<file path="config.mk">
export PLATFORM = sky130hd
export DESIGN_NAME = fifo_burst_reader
export DESIGN_NICKNAME = d
export VERILOG_FILES = /design/src/rtl/fifo_burst_reader_pkg.sv /design/src/rtl/fifo_skid_buf.sv /design/src/rtl/fifo_burst_reader.sv
export SDC_FILE = /design/constraint.sdc
export NUM_CORES = 1
export LEC_CHECK = 0
export BUFFER_PORTS_ARGS = -buffer_cell sky130_fd_sc_hd__buf_2
export CAP_MARGIN = 20
export CORE_AREA = 2 2 106 108
export CTS_CLUSTER_SIZE = 12
export DETAILED_ROUTE_END_ITERATION = 10
export DIE_AREA = 0 0 108 110
export PLACE_DENSITY = 0.7
export SYNTH_ARGS = -nofsm -noshare
export SYNTH_HDL_FRONTEND = slang
export SYNTH_HIERARCHICAL = 1
export SYNTH_SLANG_ARGS = --single-unit
</file>
<file path="constraint.sdc">
create_clock -name r_clk -period 2.57 [get_ports r_clk]
set_input_delay 0.1285 -clock r_clk [delete_from_list [all_inputs] [get_ports r_clk]]
set_output_delay 0.1285 -clock r_clk [all_outputs]
set_load 0.01 [all_outputs]
</file>
<file path="src/rtl/fifo_burst_reader_pkg.sv">
// Shared definitions for the FIFO burst reader: FSM encoding, skid depth
// and the pointer helper used by the skid buffer.
package fifo_burst_reader_pkg;

  localparam logic [0:0] ST_IDLE  = 1'b0;
  localparam logic [0:0] ST_BURST = 1'b1;

  // Three entries cover the pop-to-capture latency at one word per cycle.
  localparam int SKID_DEPTH = 3;

  typedef logic [1:0] skid_idx_t;

  // Circular increment over the SKID_DEPTH entries.
  function automatic skid_idx_t skid_next(input skid_idx_t p);
    return (p == skid_idx_t'(SKID_DEPTH - 1)) ? skid_idx_t'(0) : p + skid_idx_t'(1);
  endfunction

endpackage

</file>
<file path="src/rtl/fifo_skid_buf.sv">
// Small register FIFO that absorbs words already popped from the RAM FIFO
// while the downstream consumer stalls. Push and pop may coincide.
module fifo_skid_buf
  import fifo_burst_reader_pkg::*;
#(
  parameter int DATA_WIDTH = 32
) (
  input  logic                  clk,
  input  logic                  rst,
  input  logic                  push,
  input  logic [DATA_WIDTH-1:0] push_data,
  input  logic                  pop,
  output logic [DATA_WIDTH-1:0] head_data,
  output logic [1:0]            occ
);

  logic [SKID_DEPTH-1:0][DATA_WIDTH-1:0] entries;
  skid_idx_t wr_ptr_reg;
  skid_idx_t rd_ptr_reg;
  logic [1:0] occ_reg;

  // One storage register per entry, loaded when the write pointer selects it.
  generate
    for (genvar gi = 0; gi < SKID_DEPTH; gi++) begin : gen_entry
      logic [DATA_WIDTH-1:0] entry_reg;

      // Capture the incoming word into this slot.
      always_ff @(posedge clk or posedge rst) begin
        if (rst) begin
          entry_reg <= '0;
        end else if (push && (wr_ptr_reg == skid_idx_t'(gi))) begin
          entry_reg <= push_data;
        end
      end

      assign entries[gi] = entry_reg;
    end
  endgenerate

  // Pointer and occupancy bookkeeping; simultaneous push/pop leaves occ unchanged.
  always_ff @(posedge clk or posedge rst) begin
    if (rst) begin
      wr_ptr_reg <= '0;
      rd_ptr_reg <= '0;
      occ_reg    <= '0;
    end else begin
      if (push) begin
        wr_ptr_reg <= skid_next(wr_ptr_reg);
      end
      if (pop) begin
        rd_ptr_reg <= skid_next(rd_ptr_reg);
      end
      case ({push, pop})
        2'b10:   occ_reg <= occ_reg + 2'd1;
        2'b01:   occ_reg <= occ_reg - 2'd1;
        default: occ_reg <= occ_reg;
      endcase
    end
  end

  assign head_data = entries[rd_ptr_reg];
  assign occ       = occ_reg;

endmodule

</file>
<file path="src/rtl/fifo_burst_reader.sv">
// Burst drain engine: pops exactly BURST_LEN words from the read port of the
// dual-clock FIFO and replays them as a valid/ready stream with a last marker.
module fifo_burst_reader
  import fifo_burst_reader_pkg::*;
#(
  parameter int DATA_WIDTH = 32,
  parameter int BURST_LEN  = 16
) (
  input  logic                  r_clk,
  input  logic                  rst,
  input  logic                  burst_req,
  output logic                  burst_busy,
  output logic                  burst_done,
  input  logic                  r_empty,
  output logic                  r_pop,
  input  logic [DATA_WIDTH-1:0] r_data,
  output logic                  m_valid,
  input  logic                  m_ready,
  output logic [DATA_WIDTH-1:0] m_data,
  output logic                  m_last
);

  localparam int CW = $clog2(BURST_LEN + 1);
  localparam logic [CW-1:0] LEN_CNT  = CW'(BURST_LEN);
  localparam logic [CW-1:0] LAST_CNT = CW'(BURST_LEN - 1);

  logic [0:0]    state_reg;
  logic [CW-1:0] pop_cnt_reg;
  logic [CW-1:0] out_cnt_reg;
  logic          inflight_reg;
  logic          done_reg;
  logic [1:0]    occ;
  logic          in_burst;
  logic          credit_ok;
  logic          handshake;
  logic          start_burst;

  assign in_burst    = (state_reg == ST_BURST);
  assign start_burst = (state_reg == ST_IDLE) && burst_req;

  // Words buffered plus the one still coming out of RAM must leave a free slot,
  // so a pop is never issued without room to land it.
  assign credit_ok = ({1'b0, occ} + {2'b00, inflight_reg}) < 3'(SKID_DEPTH);

  // Pop decision uses only registered state and r_empty, never m_ready.
  assign r_pop = in_burst && !r_empty && (pop_cnt_reg < LEN_CNT) && credit_ok;

  assign m_valid   = (occ != 2'd0);
  assign m_last    = m_valid && (out_cnt_reg == LAST_CNT);
  assign handshake = m_valid && m_ready;

  // Burst FSM: leave BURST after the last word is accepted.
  always_ff @(posedge r_clk or posedge rst) begin
    if (rst) begin
      state_reg <= ST_IDLE;
    end else begin
      case (state_reg)
        ST_IDLE:  if (burst_req) state_reg <= ST_BURST;
        ST_BURST: if (handshake && m_last) state_reg <= ST_IDLE;
        default:  state_reg <= ST_IDLE;
      endcase
    end
  end

  // Pop and output counters; both restart at the beginning of every burst.
  always_ff @(posedge r_clk or posedge rst) begin
    if (rst) begin
      pop_cnt_reg <= '0;
      out_cnt_reg <= '0;
    end else if (start_burst) begin
      pop_cnt_reg <= '0;
      out_cnt_reg <= '0;
    end else begin
      if (r_pop) begin
        pop_cnt_reg <= pop_cnt_reg + CW'(1);
      end
      if (handshake) begin
        out_cnt_reg <= out_cnt_reg + CW'(1);
      end
    end
  end

  // Track the RAM read latency and generate the end-of-burst pulse.
  always_ff @(posedge r_clk or posedge rst) begin
    if (rst) begin
      inflight_reg <= 1'b0;
      done_reg     <= 1'b0;
    end else begin
      inflight_reg <= r_pop;
      done_reg     <= in_burst && handshake && m_last;
    end
  end

  fifo_skid_buf #(
    .DATA_WIDTH(DATA_WIDTH)
  ) u_skid (
    .clk      (r_clk),
    .rst      (rst),
    .push     (inflight_reg),
    .push_data(r_data),
    .pop      (handshake),
    .head_data(m_data),
    .occ      (occ)
  );

  assign burst_busy = in_burst;
  assign burst_done = done_reg;

endmodule

</file>
== Word-level counts from Yosys, hierarchy flattened ==
Index checks and enable logic that the tools add are counted.

* Bits in registers: 115

* Add/sub/neg operators: 7
* $lt $le $gt $ge: 3
* Eq/ne operators: 6
* Muxes and demuxes: 12
* Bitwise logic cells: 1
* Reductions and logical operators: 18

{| class="wikitable"
|+ Operator list
! cell !! number
|-
| $bmux 32 s2 || 1
|-
| $mux 32 || 1
|-
| $mux 5 || 4
|-
| $logic_and 1x1->1 || 12
|-
| $add 5x1->5 const B || 2
|-
| $reduce_bool 2->1 || 4
|-
| $add 2x1->2 const B || 3
|-
| $eq 2x2->1 const B || 3
|-
| $eq 5x4->1 const B || 1
|-
| $lt 5x5->1 const B || 1
|-
| $eq 2x1->1 const B || 2
|-
| $mux 2 || 2
|-
| $pmux 2 s2 || 1
|-
| $add 2x1->3 || 1
|-
| $lt 2x3->1 const B || 1
|-
| $lt 3x2->1 const B || 1
|-
| $logic_not 2->1 || 1
|-
| $mux 1 || 2
|-
| $pmux 1 s2 || 1
|-
| $sub 2x1->2 const B || 1
|-
| $logic_not 1->1 || 1
|-
| $not 1->1 || 1
|}

== Longest topological paths before layout ==
* Depth after elaboration: 6
* Depth in mapped cells: 6
* Gate-level depth less buffers: 6

== Hierarchy ==
The synthesis kept the hierarchy.

{| class="wikitable"
|+ Modules (own cells, without submodules)
! module !! times used !! cells an instance !! area each (um2) !! sequential area each (um2)
|-
| fifo_skid_buf || 1 || 332 || 4588.2 || 2552.4
|-
| fifo_burst_reader || 1 || 65 || 655.6 || 325.3
|}

== Least setup slack after synthesis ==
Ideal clock, no wire load.

* Path type: flip-flop to flip-flop
* From: register u_skid.occ_reg[0] (netlist: u_skid/occ[0])
* To: register pop_cnt_reg[3]
* Data arrival time: 1.906 ns
* Setup slack: 0.586 ns
* Cell stages (with the launch flop): 6
* Path buffers: 0
* Path through: dfrtp_1 ha_1 ha_1 or4b_4 or4_1 a21oi_1

* Word-level cells in the longest chain between the ends: 4

{| class="wikitable"
|+ Ends and longest elaborated chain
! item !! RTL line !! RTL
|-
| start: declaration || fifo_skid_buf.sv:20 || <nowiki>logic [1:0] occ_reg;</nowiki>
|-
| start signal: assignment || fifo_skid_buf.sv:54 || <nowiki>2'b10: occ_reg <= occ_reg + 2'd1;</nowiki>
|-
| start signal: assignment || fifo_skid_buf.sv:55 || <nowiki>2'b01: occ_reg <= occ_reg - 2'd1;</nowiki>
|-
| start signal: assignment || fifo_skid_buf.sv:56 || <nowiki>default: occ_reg <= occ_reg;</nowiki>
|-
| $add 2x1->3 || fifo_burst_reader.sv:43 || <nowiki>assign credit_ok = ({1'b0, occ} + {2'b00, inflight_reg}) < 3'(SKID_DEPTH);</nowiki>
|-
| $lt 3x2->1 || fifo_burst_reader.sv:43 ||
|-
| $logic_and 1x1->1 || fifo_burst_reader.sv:46 || <nowiki>assign r_pop = in_burst && !r_empty && (pop_cnt_reg < LEN_CNT) && credit_ok;</nowiki>
|-
| $reduce_bool 2->1 (no source line) || - ||
|-
| end signal: assignment || fifo_burst_reader.sv:75 || <nowiki>pop_cnt_reg <= pop_cnt_reg + CW'(1);</nowiki>
|-
| end: declaration || fifo_burst_reader.sv:28 || <nowiki>logic [CW-1:0] pop_cnt_reg;</nowiki>
|}

Every way passes these cells.
A chain may end at the register's enable or synchronous reset.

== Worst setup path in the final report ==
* From: register inflight_reg
* To: output port r_pop

* Word-level cells in the longest chain between the ends: 3

{| class="wikitable"
|+ Ends and longest elaborated chain
! item !! RTL line !! RTL
|-
| start: declaration || fifo_burst_reader.sv:30 || <nowiki>logic inflight_reg;</nowiki>
|-
| start signal: assignment || fifo_burst_reader.sv:89 || <nowiki>inflight_reg <= r_pop;</nowiki>
|-
| $add 2x1->3 || fifo_burst_reader.sv:43 ||
|-
| $lt 3x2->1 || fifo_burst_reader.sv:43 ||
|-
| $logic_and 1x1->1 || fifo_burst_reader.sv:46 ||
|-
| end: declaration || fifo_burst_reader.sv:15 || <nowiki>output logic r_pop,</nowiki>
|}

Every way passes these cells.

==> results.toml <==
[status]
status = "completed"

[floorplanning]
core_sq_um = 10700
initial_utilization_pct = 49.0
die_height_microns = 110
rows = 38
io_pins = 74
die_x_microns = 108
dieArea_sq_um = 11900

[synth]
syn_nets = 440
netlist_area_sq_um = 5240
ys_seq_area_share_pct = 54.9
synthCells = 397
postSynth.topFlopCell = "dfrtp_1"
synth_cell_type_count = 35
syn_avg_cell_area_sq_um = 13.2
ys_ff_latch = 115
synth_edf_count = 0
synth_warnings = 6
async_reset_ff_share_pct = 100

[setup_path]
end_kind = "primary output"
required_ns = 2.44
reg2reg_slack_ns = 0.47
crit_arrival_ns = 2.25
critPathKind = "reg -> out"
critPathMaxFanout = 6
critPathLaunchType = "register"

[clock_network]
cts_root_buf = "clkbuf_8"
clk_latency_ns = 0.50
cts.path.max_buffers = 2
cts_sinks = 115
post_cts_buffers = 0
htreeDepth = 4
cts.clk_slew.worst_paths_ns = 0.06
numCtsBuffers = 17
cts_tree = "yes"

[power]
p_per_area_nw_per_um2 = 1400
power.leakage_nw = 3.17
peakVddDrop_uv = 806
power_mw = 9.55

[min_path]
hold_path_class = "in -> async"

[grt]
antenna_found_initial = 0
grt_max_degree = 55
grt_pass1_vias = 3646
grt_usage_pct = 20.0
grt_pass1_wl_microns = 18100
grt_overflow = 0

[timing]
hold_viol = 0
slew_viol_final = 0
fmax_mhz = 420
clock_skew_ns = 0.00612
period_needed_ns = 2.38
rsz0062_at_grt = "no"
fin_setup_tns_ns = 0
min_period_over_period_pct = 92.7
slew_headroom_pct = 55.2
tightest_slew_ns = 0.670
setup_viol_count_final = 0

[drt]
drc = 0
drtAntennaViolNets = 0
dr.pass1.iters = 4
drtIter0Drc = 151
vias = 3524
wirelength_microns = 11200
via_per_inst = 5.28
wl_per_cell_microns = 16.8

[final_layout]
area_growth_pct = 29.9
final_common_cell = "dfrtp_1"
drive_above_1_share_pct = 42.9
antennaDiodeCount = 0
nets = 557
final_cell_mix = "dfrtp_1 (114), buf_2 (73), mux2_2 (68)"
largest_reg_flops = 96

[place]
place_hpwl_microns = 6850
place_congestion = 0.738
io_buffers = 73

[flow_run]
cap_viol_max_count = 0
[per-layer routing]
layer	wire [microns]	up-vias	global-route usage [%]
met1	5070	1786	25.1
met2	5380	84	33.0
met5	0	-	0
met3	540	17	5.94
li1	-	1637	-
met4	180	0	7.05
[cell families (layout without fill, tap and decap cells)]
family          count (synthesis)  after routing  share of synthesized area, %
compound gates                 49             49                          5.03
xor+xnor                        5              5                         0.835
fa+ha+maj                       6              6                          1.43
buf+inv                        29            159                          2.89
flops                         115            115                          54.9
mux                           130            130                          29.3
simple gates                   63             63                          5.63
[synth_stat cells, types with 5 or more instances]
cell type,instances,area share (%)
ha_1,6,1.4
dfrtp_1,115,55
clkbuf_1,8,0.57
a21oi_1,5,0.48
nand2_1,35,2.5
nor2_1,9,0.64
mux2_4,30,8.6
mux2_2,68,15
o21ai_0,33,3.1
buf_2,10,0.95
inv_1,5,0.36
mux2i_1,32,6.1
[where the power goes]
part,total (mW),switching (mW),internal [mW],leakage (nW)
clock network,2.62,0.829,1.79,0.313
registers,3.31,0.575,2.74,1.35
logic,3.62,1.68,1.94,1.50
[critical path, cell delays in order, from the launching register on]
cell and delay (ns):
dfrtp_1 0.43, ha_1 0.22, ha_1 0.20, or4b_4 0.52
nor2_1 0.21, buf_2 0.17
[what timing repair did]
action | in CTS | in global routing
gates resized for setup | 0 | 0
hold buffers | 36 | 0
hold endpoints to repair | 141 | 0
[metrics by stage]
stage	worst slack [ns]	cells	instance area (sq um)	util (%)	hold WS, ns
after floorplan	0.586	397	5250	-	0.00546
after global placement	0.523	599	5790	54.1	0.205
after detailed placement	0.466	599	5790	54.1	0.210
after CTS	0.146	667	6810	63.7	0.215
after global routing	0.0365	667	6810	63.7	0.245
final	0.189	667	6810	63.7	0.227
[area by class of cell]
class	instances	area [sq um]
tap	140	175
multi-input combinational	253	2230
clock inverter	14	234
fill	801	3880
inverter	7	30.0
timing repair buffer	120	833
sequential	115	2880
clock buffer	18	428
[worst paths after layout]
path,cells after the start,end,start
max,5,r_pop,inflight_reg
min in group r_clk,4,burst_busy,burst_req
max in group asynchronous,4,u_skid/gen_entry[2].entry_reg[15],rst
min reg2reg,1,u_skid/gen_entry[0].entry_reg[20],u_skid/gen_entry[0].entry_reg[20]
max reg2reg,5,pop_cnt_reg[3],inflight_reg
min,3,pop_cnt_reg[0],rst
Power figures use the tool's default switching activity.
